===== src/rtl/obstacle_ctrl_pkg.sv =====
// Shared types and slot-bus register map for the obstacle motion controller.
// Exports: state_t, REG_* offsets, REG_SEL_BIT, reg_addr().
package obstacle_ctrl_pkg;

    typedef enum logic [2:0] {
        INIT,
        IDLE,
        STEP,
        WR_CTRL,
        WR_X
    } state_t;

    localparam logic [1:0] REG_BYPASS = 2'b00;
    localparam logic [1:0] REG_X0     = 2'b01;
    localparam logic [1:0] REG_Y0     = 2'b10;
    localparam logic [1:0] REG_CTRL   = 2'b11;

    localparam int REG_SEL_BIT = 13;

    // Sprite-core register address: select bit set, offset in [1:0].
    function automatic logic [13:0] reg_addr(input logic [1:0] off);
        logic [13:0] a;
        a = '0;
        a[REG_SEL_BIT] = 1'b1;
        a[1:0] = off;
        return a;
    endfunction

endpackage


===== src/rtl/obstacle_motion_ctrl_lfsr16.sv =====
// 16-bit Fibonacci LFSR (taps 16,14,13,11) advancing only when step=1.
// Ports: clk, reset (async, active-low), step, state[15:0].
module lfsr16 #(
    parameter logic [15:0] SEED = 16'hACE1
) (
    input  logic        clk,
    input  logic        reset,
    input  logic        step,
    output logic [15:0] state
);

    logic fb;

    assign fb = state[15] ^ state[13] ^ state[12] ^ state[10];

    always_ff @(posedge clk or negedge reset) begin
        if (!reset) begin
            state <= SEED;
        end else if (step) begin
            state <= {state[14:0], fb};
        end
    end

endmodule


===== src/rtl/obstacle_motion_ctrl.sv =====
// Per-frame obstacle motion sequencer sharing the sprite slot bus with the CPU.
// Ports: clk, reset, x/y frame counter, run, speed, cpu_* in; slot_*, busy, overrun, obs_x out.
module obstacle_motion_ctrl
    import obstacle_ctrl_pkg::*;
#(
    parameter int              NOBS         = 3,
    parameter int              INIT_X       = 640,
    parameter int              SPACING      = 224,
    parameter int              RESPAWN_BASE = 640,
    parameter int              GROUND_Y     = 400,
    parameter logic [15:0]     LFSR_SEED    = 16'hACE1
) (
    input  logic                clk,
    input  logic                reset,
    input  logic [10:0]         x,
    input  logic [10:0]         y,
    input  logic                run,
    input  logic [3:0]          speed,
    input  logic [NOBS-1:0]     cpu_cs,
    input  logic                cpu_write,
    input  logic [13:0]         cpu_addr,
    input  logic [31:0]         cpu_wr_data,
    output logic [NOBS-1:0]     slot_cs,
    output logic                slot_write,
    output logic [13:0]         slot_addr,
    output logic [31:0]         slot_wr_data,
    output logic                busy,
    output logic                overrun,
    output logic [11*NOBS-1:0]  obs_x
);

    localparam int IW = (NOBS > 1) ? $clog2(NOBS) : 1;

    state_t         state, state_n;
    logic [IW-1:0]  idx, idx_n;
    logic [1:0]     phase, phase_n;
    logic [10:0]    pos [NOBS];
    logic [10:0]    cur_pos, pos_val;
    logic [1:0]     variant;
    logic           init_done, init_fin;
    logic           prev_org, frame_start;
    logic           cpu_grant, last, respawn;
    logic           ctl_wr, pos_ld, lfsr_step;
    logic [1:0]     ctl_off;
    logic [31:0]    ctl_data;
    logic [15:0]    lfsr;
    logic           unused_lfsr;

    lfsr16 #(.SEED(LFSR_SEED)) u_lfsr (
        .clk   (clk),
        .reset (reset),
        .step  (lfsr_step),
        .state (lfsr)
    );

    assign unused_lfsr = ^lfsr[15:10];
    assign cpu_grant   = cpu_write && (|cpu_cs);
    assign cur_pos     = pos[idx];
    assign last        = (idx == IW'(NOBS - 1));
    assign respawn     = cur_pos < {7'b0, speed};

    // One pulse on entry to (0,0), however long each pixel lasts.
    always_ff @(posedge clk or negedge reset) begin
        if (!reset) begin
            prev_org    <= 1'b0;
            frame_start <= 1'b0;
        end else begin
            prev_org    <= (x == '0) && (y == '0);
            frame_start <= (x == '0) && (y == '0) && !prev_org;
        end
    end

    always_ff @(posedge clk or negedge reset) begin
        if (!reset) begin
            state     <= INIT;
            idx       <= '0;
            phase     <= '0;
            variant   <= '0;
            init_done <= 1'b0;
            overrun   <= 1'b0;
            for (int i = 0; i < NOBS; i++)
                pos[i] <= 11'(INIT_X + i * SPACING);
        end else begin
            state <= state_n;
            idx   <= idx_n;
            phase <= phase_n;
            if (pos_ld)
                pos[idx] <= pos_val;
            // Capture the variant before the LFSR steps past it.
            if (lfsr_step)
                variant <= lfsr[9:8];
            if (init_fin)
                init_done <= 1'b1;
            if (frame_start && state != IDLE)
                overrun <= 1'b1;
        end
    end

    always_comb begin
        state_n   = state;
        idx_n     = idx;
        phase_n   = phase;
        ctl_wr    = 1'b0;
        ctl_off   = REG_BYPASS;
        ctl_data  = '0;
        pos_ld    = 1'b0;
        pos_val   = cur_pos;
        lfsr_step = 1'b0;
        init_fin  = 1'b0;
        unique case (state)
            INIT: begin
                ctl_wr = 1'b1;
                unique case (phase)
                    2'd0: begin
                        ctl_off  = REG_BYPASS;
                        ctl_data = '0;
                    end
                    2'd1: begin
                        ctl_off  = REG_Y0;
                        ctl_data = 32'(GROUND_Y);
                    end
                    default: begin
                        ctl_off  = REG_X0;
                        ctl_data = {21'b0, cur_pos};
                    end
                endcase
                if (!cpu_grant) begin
                    if (phase == 2'd2) begin
                        phase_n = '0;
                        if (last) begin
                            idx_n    = '0;
                            init_fin = 1'b1;
                            state_n  = IDLE;
                        end else begin
                            idx_n = idx + 1'b1;
                        end
                    end else begin
                        phase_n = phase + 1'b1;
                    end
                end
            end
            IDLE: begin
                if (frame_start && run && init_done) begin
                    idx_n   = '0;
                    state_n = STEP;
                end
            end
            STEP: begin
                pos_ld = 1'b1;
                if (respawn) begin
                    pos_val   = 11'(RESPAWN_BASE) + {3'b0, lfsr[7:0]};
                    lfsr_step = 1'b1;
                    state_n   = WR_CTRL;
                end else begin
                    pos_val = cur_pos - {7'b0, speed};
                    state_n = WR_X;
                end
            end
            WR_CTRL: begin
                ctl_wr   = 1'b1;
                ctl_off  = REG_CTRL;
                ctl_data = {27'b0, 3'b001, variant};
                if (!cpu_grant)
                    state_n = WR_X;
            end
            WR_X: begin
                ctl_wr   = 1'b1;
                ctl_off  = REG_X0;
                ctl_data = {21'b0, cur_pos};
                if (!cpu_grant) begin
                    if (last) begin
                        state_n = IDLE;
                    end else begin
                        idx_n   = idx + 1'b1;
                        state_n = STEP;
                    end
                end
            end
            default: state_n = INIT;
        endcase
    end

    // CPU wins the bus; everything is forced low while reset is held.
    always_comb begin
        slot_cs      = '0;
        slot_write   = 1'b0;
        slot_addr    = '0;
        slot_wr_data = '0;
        if (reset) begin
            if (cpu_grant) begin
                slot_cs      = cpu_cs;
                slot_write   = 1'b1;
                slot_addr    = cpu_addr;
                slot_wr_data = cpu_wr_data;
            end else if (ctl_wr) begin
                slot_cs      = NOBS'(1) << idx;
                slot_write   = 1'b1;
                slot_addr    = reg_addr(ctl_off);
                slot_wr_data = ctl_data;
            end
        end
    end

    assign busy = reset && (state != IDLE);

    always_comb begin
        obs_x = '0;
        for (int i = 0; i < NOBS; i++)
            obs_x[11*i +: 11] = reset ? pos[i] : 11'd0;
    end

endmodule


===== config.mk =====
export PLATFORM = sky130hd
export DESIGN_NAME = obstacle_motion_ctrl
export DESIGN_NICKNAME = d
export VERILOG_FILES = /design/src/rtl/obstacle_ctrl_pkg.sv /design/src/rtl/obstacle_motion_ctrl_lfsr16.sv /design/src/rtl/obstacle_motion_ctrl.sv
export SDC_FILE = /design/constraint.sdc
export NUM_CORES = 1
export LEC_CHECK = 0
export ABC_AREA = 1
export ABC_CLOCK_PERIOD_IN_PS = 2950
export CAP_MARGIN = 20
export CORE_UTILIZATION = 45
export DETAILED_ROUTE_END_ITERATION = 7
export DONT_BUFFER_PORTS = 1
export GPL_ROUTABILITY_DRIVEN = 0
export PLACE_DENSITY = 0.65
export SLEW_MARGIN = 20
export SYNTH_ARGS = -nofsm -noshare
export SYNTH_HDL_FRONTEND = slang
export SYNTH_SLANG_ARGS = --single-unit

===== constraint.sdc =====
create_clock -name clk -period 2.95 [get_ports clk]
set_clock_uncertainty 0.1 [all_clocks]
set_input_delay 0.295 -clock clk [delete_from_list [all_inputs] [get_ports clk]]
set_output_delay 0.295 -clock clk [all_outputs]
set_load 0.01 [all_outputs]

### Word level (Yosys, flattened, before mapping)

Index checks and enable logic that the tools add are counted.

| word-level totals | value |
|---|---|
| register bits after elaboration | 62 |
| output and inout bits | 85 |
| logic and storage cells | 111 |

| operators by class | value |
|---|---|
| $add $sub $neg | 4 |
| order comparisons | 3 |
| eq/ne operators | 15 |
| shift operators | 1 |
| multiplexer cells | 52 |
| bitwise gates (word level) | 5 |
| reductions and logical operators | 19 |

Operators with widths:

| operator | number |
|---|---|
| 11-bit 2-to-1 mux | 9 |
| 32-bit 2-to-1 mux | 2 |
| 14-bit 2-to-1 mux | 3 |
| 33-bit bitwise mux | 1 |
| 11-bit one-hot mux with 3 select lines | 1 |
| 3-bit 2-to-1 mux | 10 |
| 11-bit binary-select mux with 2-bit select | 1 |
| 11-bit demux with 2-bit select | 1 |
| 11-bit zero test | 2 |
| 11-bit one-hot mux with 2 select lines | 1 |
| 2-bit 2-to-1 mux | 8 |
| 3-bit one-hot mux with 5 select lines | 1 |
| 2-bit != test (second input constant) | 7 |
| 2-bit one-hot mux with 3 select lines | 2 |
| 6-bit AND reduction | 2 |
| 10-bit by 8-bit adder with 11-bit output (first input constant) | 1 |
| 11-bit by 4-bit less-than comparator with 1-bit output | 1 |
| 1-bit 2-to-1 mux | 11 |
| 11-bit by 4-bit subtractor with 11-bit output | 1 |
| 1-bit logical AND | 8 |
| 3-bit by 2-bit == test with 1-bit output (second input constant) | 2 |
| 3-bit OR reduction | 2 |
| 2-bit by 1-bit adder with 2-bit output (second input constant) | 2 |
| 2-bit == test (second input constant) | 2 |
| other kinds (16) | 18 |

### Logic depth before layout (Yosys ltp)

Gate-level depths: netlist (run 1).

| logic depth | value |
|---|---|
| depth in word-level cells | 9 |
| gate-level depth with buffers | 18 |
| gate-level depth less buffers | 17 |

### By module

Synthesis (run 1) repeated with hierarchy kept, for this count alone.

| second synthesis, totals | value |
|---|---|
| cells, all modules | 662 |
| area, all modules | 4,396.7 um2 |

By module, submodules not included:

| module | times used | cells each | area an instance (um2) |
|---|---|---|---|
| obstacle_motion_ctrl | 1 | 586 | 3,682.3 |
| lfsr16 | 1 | 76 | 714.4 |

### Worst setup path after synthesis (run 1)

No wires, ideal clock.

| timing path | value |
|---|---|
| path type | register -> register |
| from | register idx[1] |
| to | register state[1] |
| library setup time | 78 ps |
| data arrival time | 2,407 ps |
| required time | 2,772 ps |
| slack | 366 ps |
| stages on the path, launching flop included | 16 |
| cells stage by stage | dfrtp_1 > inv_1 > buf_2 > o21ai_0 > o21ai_0 > ha_1 > nand3_1 > nand3_1 > nand2_1 > nand3_1 > nor2_8 > nand2_4 > buf_4 > nand3_1 > nand2_1 > o21ai_1 |

| on the way | value |
|---|---|
| word-level cells in the longest chain between the ends | 7 |

Ends and longest elaborated chain:

| element | line | source |
|---|---|---|
| start, declared | obstacle_motion_ctrl.sv:35 | `logic [IW-1:0] idx, idx_n;` |
| start signal, assigned | obstacle_motion_ctrl.sv:85 | `idx <= idx_n;` |
| 2-bit NOT with 3-bit output (implied by the code) | obstacle_motion_ctrl.sv:58 | `assign cur_pos = pos[idx];` |
| 11-bit binary-select mux with 2-bit select | obstacle_motion_ctrl.sv:58 |  |
| 11-bit 2-to-1 mux (implied by the code) (2 in a row) | obstacle_motion_ctrl.sv:58 |  |
| 11-bit by 4-bit less-than comparator with 1-bit output | obstacle_motion_ctrl.sv:60 | `assign respawn = cur_pos < {7'b0, speed};` |
| 3-bit 2-to-1 mux | obstacle_motion_ctrl.sv:150 | `if (respawn) begin` |
| 3-bit one-hot mux with 5 select lines | obstacle_motion_ctrl.sv:110 | `unique case (state)` |
| end signal, assigned | obstacle_motion_ctrl.sv:84 | `state <= state_n;` |
| end, declared | obstacle_motion_ctrl.sv:34 | `state_t state, state_n;` |

Parallel ways exist; a longest one is shown, timed or not. The select of a mux whose other input is x is not followed.
A chain may end at the register's enable or synchronous reset.

### Worst setup path after layout (run 1)

Same ends and word-level chain as after synthesis.

==> run_results.csv, run 1 <==
group,metric,value,unit
synth,synthArstFlopShare,100,%
synth,synth_area_leaders,"dfrtp_1 (27%), nand2_1 (17%), inv_1 (13%)",
global_routing,antenna_found_initial,0,
worst_setup_path,critical_path.top_delay_family,"simple AND/OR/NAND/NOR gates",
final_layout,n_antenna_cell,0,
cts,clock-root-buffer,"clkbuf_8",
route,wire_per_inst,15.4,um
sta,period_share,93.0,%
floorplanning,coreArea,0.00889,mm2
power,p_sw_share,47.4,%
synth,synth.top_cell.area_share,26.8,%
sta,period_needed,2.74,ns
worst_setup_path,max_stage_delay,0.40,ns
worst_setup_path,cp.arrival,2.92,ns
synth,syn_area_per_cell,6.46,um2
floorplanning,die_y,98.6,um
worst_setup_path,required,3.12,ns
final_layout,final_core_util,53.2,%
synth,synth_top_cell_by_area,"dfrtp_1",
sta,finalHoldViolCount,0,
route,via_per_inst,5.34,
worst_setup_path,cp_slowest_cell,"dfrtp_1",
route,drc,0,
route,vias,4156,
power,vdd_drop_max,0.437,mV
global_routing,grt_usage,25.2,%
run_status,status,"completed",
power,power_frac_clock,17.9,%
run,maxCapViolCount,0,
power,p_per_area,991,mW/mm2
global_routing,grt_pass1_wl,18.8,mm
final_layout,fin_area,0.00473,mm2
sta,final-setup-viol-count,0,
cts,cts_tree,"built",
sta,worstMarginPinSlew,0.949,ns
floorplanning,rows,34,
route,drtPass1Iterations,5,
power,power_switching,2.22,mW
synth,synth-edff-count,0,
placed_design,portBuffers,0,
power,power_leakage,2.82,nW
power,power_frac_comb,51.7,%
global_routing,grt_max_degree,62,
route,first_iter_violations,298,
cts,cts_made_buffers,9,
synth,synth_flop_cell,"dfrtp_1",
route,antenna_left,0,
placed_design,place_hpwl,9.04,mm
floorplanning,start_util,47.2,%
sta,slew-limit-headroom,36.6,%
cts,cts.clk_slew.worst_paths,0.08,ns
worst_setup_path,cpMostUsedCell,"nand3_1",
cts,numClockSinks,61,
floorplanning,fp.dieW,98.6,um
power,intPower,2.46,mW
final_layout,fin_nets,754,
worst_setup_path,cp-start-kind,"flip-flop",
cts,clock_latency,0.36,ns
sta,report.final.slew_viol_count,0,
worst_setup_path,end_kind,"flip-flop",
sta,fmax,364,MHz
synth,synth_cells,650,
global_routing,grt_pass1_vias,3757,
synth,synth_fp_nets,739,
final_layout,area_delta_synth_final,12.5,%
placed_design,placedInstanceArea,0.00438,mm2
floorplanning,pin_count,164,
sta,hold_ws,0.0136,ns
synth,syn_area,0.00420,mm2
synth,synthTopCellsByCount,"nand2_1 (192), inv_1 (146), nand3_1 (68), nor2_1 (55), dfrtp_1 (45)",
synth,yosysWarnings,0,
synth,synth_most_common_cell,"nand2_1",
min_path,min_path_type,"in2reg",
cts,cts_max_level,3,
power,p_total,4.68,mW
power,seq_power_share,30.3,%
worst_setup_path,critPathBufInv,4,
synth,ys_seq_elements,61,
sta,tns,0,ns
final_layout,layout-drive-gt1-share,11.8,%
cts,clk_path_buf_depth,2,
synth,ys_types,40,
worst_setup_path,path_max_fanout,17,
worst_setup_path,path_cells,"inv_2 > nor2_4 > inv_1 > o21a_1 > inv_1 > ha_1 > nand3_1 > nand3_1 > nand2_1 > nand3_4 > nor2_8 > nand2_4 > buf_4 > nand3_1 > nand2_1 > o21ai_1",
route,drt_wl_total,12.0,mm
global_routing,grt.overflow.total,0,
synth,synth_seq_area_share,36.8,%
worst_setup_path,timing_worst_setup_path_type,"reg2reg",
floorplanning,dieArea,0.00972,mm2
==> cell usage in the layout (no fill, tap or decap), types with 2 or more instances in the layout <==
| cell type | n |
|---|---|
| nand2_1 | 192 |
| inv_1 | 145 |
| nand3_1 | 64 |
| nor2_1 | 54 |
| dfrtp_1 | 44 |
| o21ai_0 | 24 |
| buf_4 | 20 |
| dfstp_2 | 16 |
| o21ai_1 | 9 |
| ha_1 | 9 |
| clkbuf_8 | 9 |
| a21oi_1 | 8 |
| o211ai_1 | 5 |
| xnor2_1 | 5 |
| or2_2 | 5 |
| nor3_1 | 4 |
| nor4_1 | 4 |
| nor2_4 | 3 |
| o21a_1 | 3 |
| nand3_2 | 3 |
| nand4_1 | 3 |
| xor2_1 | 3 |
| o32ai_1 | 2 |
| nand2_2 | 2 |
| a31oi_1 | 2 |
| o22ai_1 | 2 |
| nor2_2 | 2 |
| clkinv_2 | 2 |
| clkinv_1 | 2 |
| bufinv_16 | 2 |
| clkinvlp_4 | 2 |
==> kinds of logic after synthesis <==
| group | share of synthesized area [%] |
|---|---|
| flip-flops | 36.8 |
| AND/OR/NAND/NOR | 34.6 |
| XOR/XNOR | 1.67 |
| AO/OA/AOI/OAI | 8.31 |
| buffers and inverters | 15.4 |
| adder cells (fa/ha/maj) | 3.16 |
==> worst reg2reg max path, stage by stage (launching register included) <==
cell and delay, ns:
dfrtp_1 0.40, inv_2 0.11, nor2_4 0.14, inv_1 0.09
o21a_1 0.21, inv_1 0.10, ha_1 0.24, nand3_1 0.09
nand3_1 0.13, nand2_1 0.17, nand3_4 0.13, nor2_8 0.20
nand2_4 0.10, buf_4 0.22, nand3_1 0.09, nand2_1 0.06
o21ai_1 0.08
==> metrics by stage <==
stage | cells | setup slack [ns]
2_1_floorplan | 650 | 0.366
6_report | 778 | 0.206
3_3_place_gp | 755 | 0.0850
4_1_cts | 773 | 0.00561
3_5_place_dp | 755 | -0.0837
5_1_grt | 778 | -0.0126
==> power by group through the flow <==
stage | Sequential [mW] | Clock, mW | Combinational (mW)
finish | 1.42 | 0.840 | 2.42
global route | 1.46 | 0.890 | 2.73
CTS | 1.42 | 0.851 | 2.25
detailed placement | 1.43 | 0 | 2.21
global placement | 1.42 | 0 | 2.18
floorplan | 1.33 | 0 | 1.73
==> registers in the layout, indices dropped and copies added, names as in the netlist <==
register	flops
frame_start	1
idx	2
init_done	1
overrun	1
phase	2
pos	33
prev_org	1
state	3
u_lfsr.state	15
variant	2
==> layout make-up <==
cell class | instances | area [um2]
Clock buffer | 9 | 124
Clock inverter | 7 | 97.6
Fill cell | 864 | 4170
Inverter | 150 | 567
Multi-Input combinational cell | 421 | 2070
Sequential cell | 61 | 1550
Tap cell | 108 | 135
Timing Repair Buffer | 22 | 188
==> layer usage <==
metal	global-route usage [%]	share of wire [%]
met2	40.0	46
met5	0	0
met4	12.7	3.1
met3	5.04	8.0
met1	32.8	43
==> repair_timing <==
action | CTS | global route
gates cloned | 0 | 1
resized for setup | 2 | 14
hold endpoints to repair | 61 | 0
endpoints found under the setup margin | 1 | 54
buffers inserted | 0 | 4
pin swaps | 0 | 1
hold buffers | 2 | 0
==> worst paths after layout <==
kind / from / slack, ns / cells past startpoint / to
setup / recovery: idx[1]$_DFFE_PN0P_ / 0.21 / 16 / state[1]$_DFFE_PN0P_
hold / removal: y[0] / 0.01 / 3 / prev_org$_DFF_PN0_
setup reg to reg: idx[1]$_DFFE_PN0P_ / 0.21 / 16 / state[1]$_DFFE_PN0P_
hold reg to reg: prev_org$_DFF_PN0_ / 0.31 / 1 / frame_start$_DFF_PN0_
max in group asynchronous: reset / 2.07 / 2 / u_lfsr.state[11]$_DFFE_PN1P_
min in group asynchronous: reset / 0.40 / 2 / idx[1]$_DFFE_PN0P_
No activity file was read; power rests on OpenSTA's default activity.
==> run 2: changes to the inputs <==
--- a/config.mk
+++ b/config.mk
@@ -12,6 +12,7 @@
 export DETAILED_ROUTE_END_ITERATION = 7
 export DONT_BUFFER_PORTS = 1
 export GPL_ROUTABILITY_DRIVEN = 0
+export GPL_TIMING_DRIVEN = 0
 export PLACE_DENSITY = 0.65
 export SLEW_MARGIN = 20
 export SYNTH_ARGS = -nofsm -noshare
==> run_results.csv, run 2 (synthesis gave the netlist of run 1 again) <==
group,metric,value,unit
run_status,status,"completed",
placed_design,portBuffers,0,
run,maxCapViolCount,0,
sta,fmax,359,MHz
cts,clk_path_buf_depth,2,
global_routing,grt_pass1_wl,19.7,mm
worst_setup_path,crit_end,"slot_wr_data[0]",
route,drtPass1Iterations,5,
power,power_leakage,2.81,nW
worst_setup_path,required,2.56,ns
final_layout,layout-drive-gt1-share,12.0,%
cts,clock-root-buffer,"clkbuf_8",
placed_design,place_hpwl,9.35,mm
min_path,min_path_type,"in2reg",
global_routing,grt_max_degree,62,
floorplanning,fp.dieW,98.6,um
global_routing,antenna_found_initial,0,
route,antenna_left,0,
sta,report.final.slew_viol_count,0,
sta,tns,0,ns
worst_setup_path,path_max_fanout,8,
cts,cts_max_level,3,
final_layout,final_core_util,53.9,%
power,vdd_drop_max,0.474,mV
cts,numClockSinks,61,
floorplanning,coreArea,0.00889,mm2
floorplanning,pin_count,164,
route,first_iter_violations,302,
final_layout,layout_common_cells,"nand2_1 (189), inv_1 (145), nand3_1 (55)",
sta,worstMarginPinSlew,0.660,ns
final_layout,fin_nets,761,
cts,cts.clk_slew.worst_paths,0.08,ns
worst_setup_path,r2r_setup_slack,0.18,ns
final_layout,largest_reg_flops,33,
cts,cts_tree,"built",
floorplanning,dieArea,0.00972,mm2
worst_setup_path,cp.arrival,2.39,ns
sta,hold_ws,0.0246,ns
sta,finalHoldViolCount,0,
min_path,hold_depth,3,
sta,rsz0062_at_grt,"yes",
route,wl_met1,5.36,mm
global_routing,grt.overflow.total,0,
global_routing,grt_pass1_vias,3975,
worst_setup_path,ff2ff_path_depth,15,
final_layout,largest-register,"pos",
cts,cts_made_buffers,9,
route,drt_wl_total,12.7,mm
placed_design,placedInstanceArea,0.00433,mm2
worst_setup_path,cp-startpoint,"state[1]$_DFFE_PN0P_",
floorplanning,start_util,47.2,%
final_layout,n_antenna_cell,0,
sta,setup_slack,0.167,ns
floorplanning,rows,34,
route,via_per_inst,5.38,
sta,period_share,94.3,%
final_layout,final_common_cell,"nand2_1",
cts,clock_latency,0.36,ns
final_layout,fill_cells,886,
final_layout,area_delta_synth_final,14.2,%
power,p_total,4.72,mW
sta,slew-limit-headroom,55.8,%
route,dr_wl_met2,5.93,mm
route,drc,0,
final_layout,final_cells,785,
worst_setup_path,r2r-end,"pos[10]$_DFFE_PN1P_",
route,dr_wl_met3,970,um
global_routing,grt_usage,26.6,%
floorplanning,die_y,98.6,um
final_layout,top_regs,"pos (33), u_lfsr.state (15), state (3)",
final_layout,fin_area,0.00479,mm2
worst_setup_path,timing_worst_setup_path_type,"reg2out",
worst_setup_path,cp-start-kind,"flip-flop",
worst_setup_path,end_kind,"output pin",
worst_setup_path,timing.rr.start,"idx[0]$_DFFE_PN0P_",
route,wire_per_inst,16.1,um
sta,period_needed,2.78,ns
power,p_per_area,984,mW/mm2
route,topRoutingLayerUsed,"met4",
sta,final-setup-viol-count,0,
route,vias,4226,
placed_design,dp_slack,-0.499,ns
placed_design,dp.cells,758,
run 2: cell types whose count changed in the layout (fill, tap and decap cells not counted), sizes merged:
cell / change
buf: -11
clkbuf: +14
clkinv: -1
inv: +1
dlygate4sd3: +5
nor2: -1
run 2: final cells by class:
| type | instances | area (um2) | area share (%) |
|---|---|---|---|
| Timing Repair Buffer | 12 | 125 | 2.61 |
| Sequential cell | 61 | 1550 | 32.3 |
| Clock inverter | 7 | 97.6 | 2.04 |
| Multi-Input combinational cell | 420 | 2110 | 43.9 |
| Clock buffer | 9 | 124 | 2.58 |
| Buffer | 18 | 87.6 | 1.83 |
| Tap cell | 108 | 135 | 2.82 |
| Inverter | 150 | 569 | 11.9 |
run 2: routing by layer:
metal  vias up  global-route usage, %
met5         -                      0
met4         0                   14.4
met3        27                   4.54
met2       210                   44.4
met1      1963                   33.0
li1       2026                      -
run 2: what timing repair did:
action | in CTS | in global routing
setup buffers | 4 | 1
pin swaps | 3 | 1
endpoints found under the setup margin | 54 | 58
gates resized for setup | 10 | 22
gates cloned | 0 | 0
hold endpoints to repair | 63 | 0
hold buffers | 7 | 0
run 2: how the worst min path moves through the flow:
stage / startpoint / to / slack (ns)
after floorplan: reset / frame_start$_DFF_PN0_ / -0.10
after global placement: reset / prev_org$_DFF_PN0_ / -0.1
after detailed placement: reset / frame_start$_DFF_PN0_ / -0.1
after CTS: x[0] / prev_org$_DFF_PN0_ / 0.01
after global routing: x[0] / prev_org$_DFF_PN0_ / 0.05
final: x[0] / prev_org$_DFF_PN0_ / 0.02
run 2: power breakdown:
| part | switching, mW | internal [mW] | total (mW) |
|---|---|---|---|
| clock | 0.379 | 0.479 | 0.858 |
| sequential | 0.241 | 1.18 | 1.42 |
| combinational | 1.63 | 0.817 | 2.44 |
run 2: critical path: stages, from the launching register on:
cell and delay, ns:
dfrtp_1 0.37, inv_1 0.09, nor3_2 0.41, nor2_1 0.16, nor3_2 0.36, nand2_2 0.21
o211ai_1 0.43
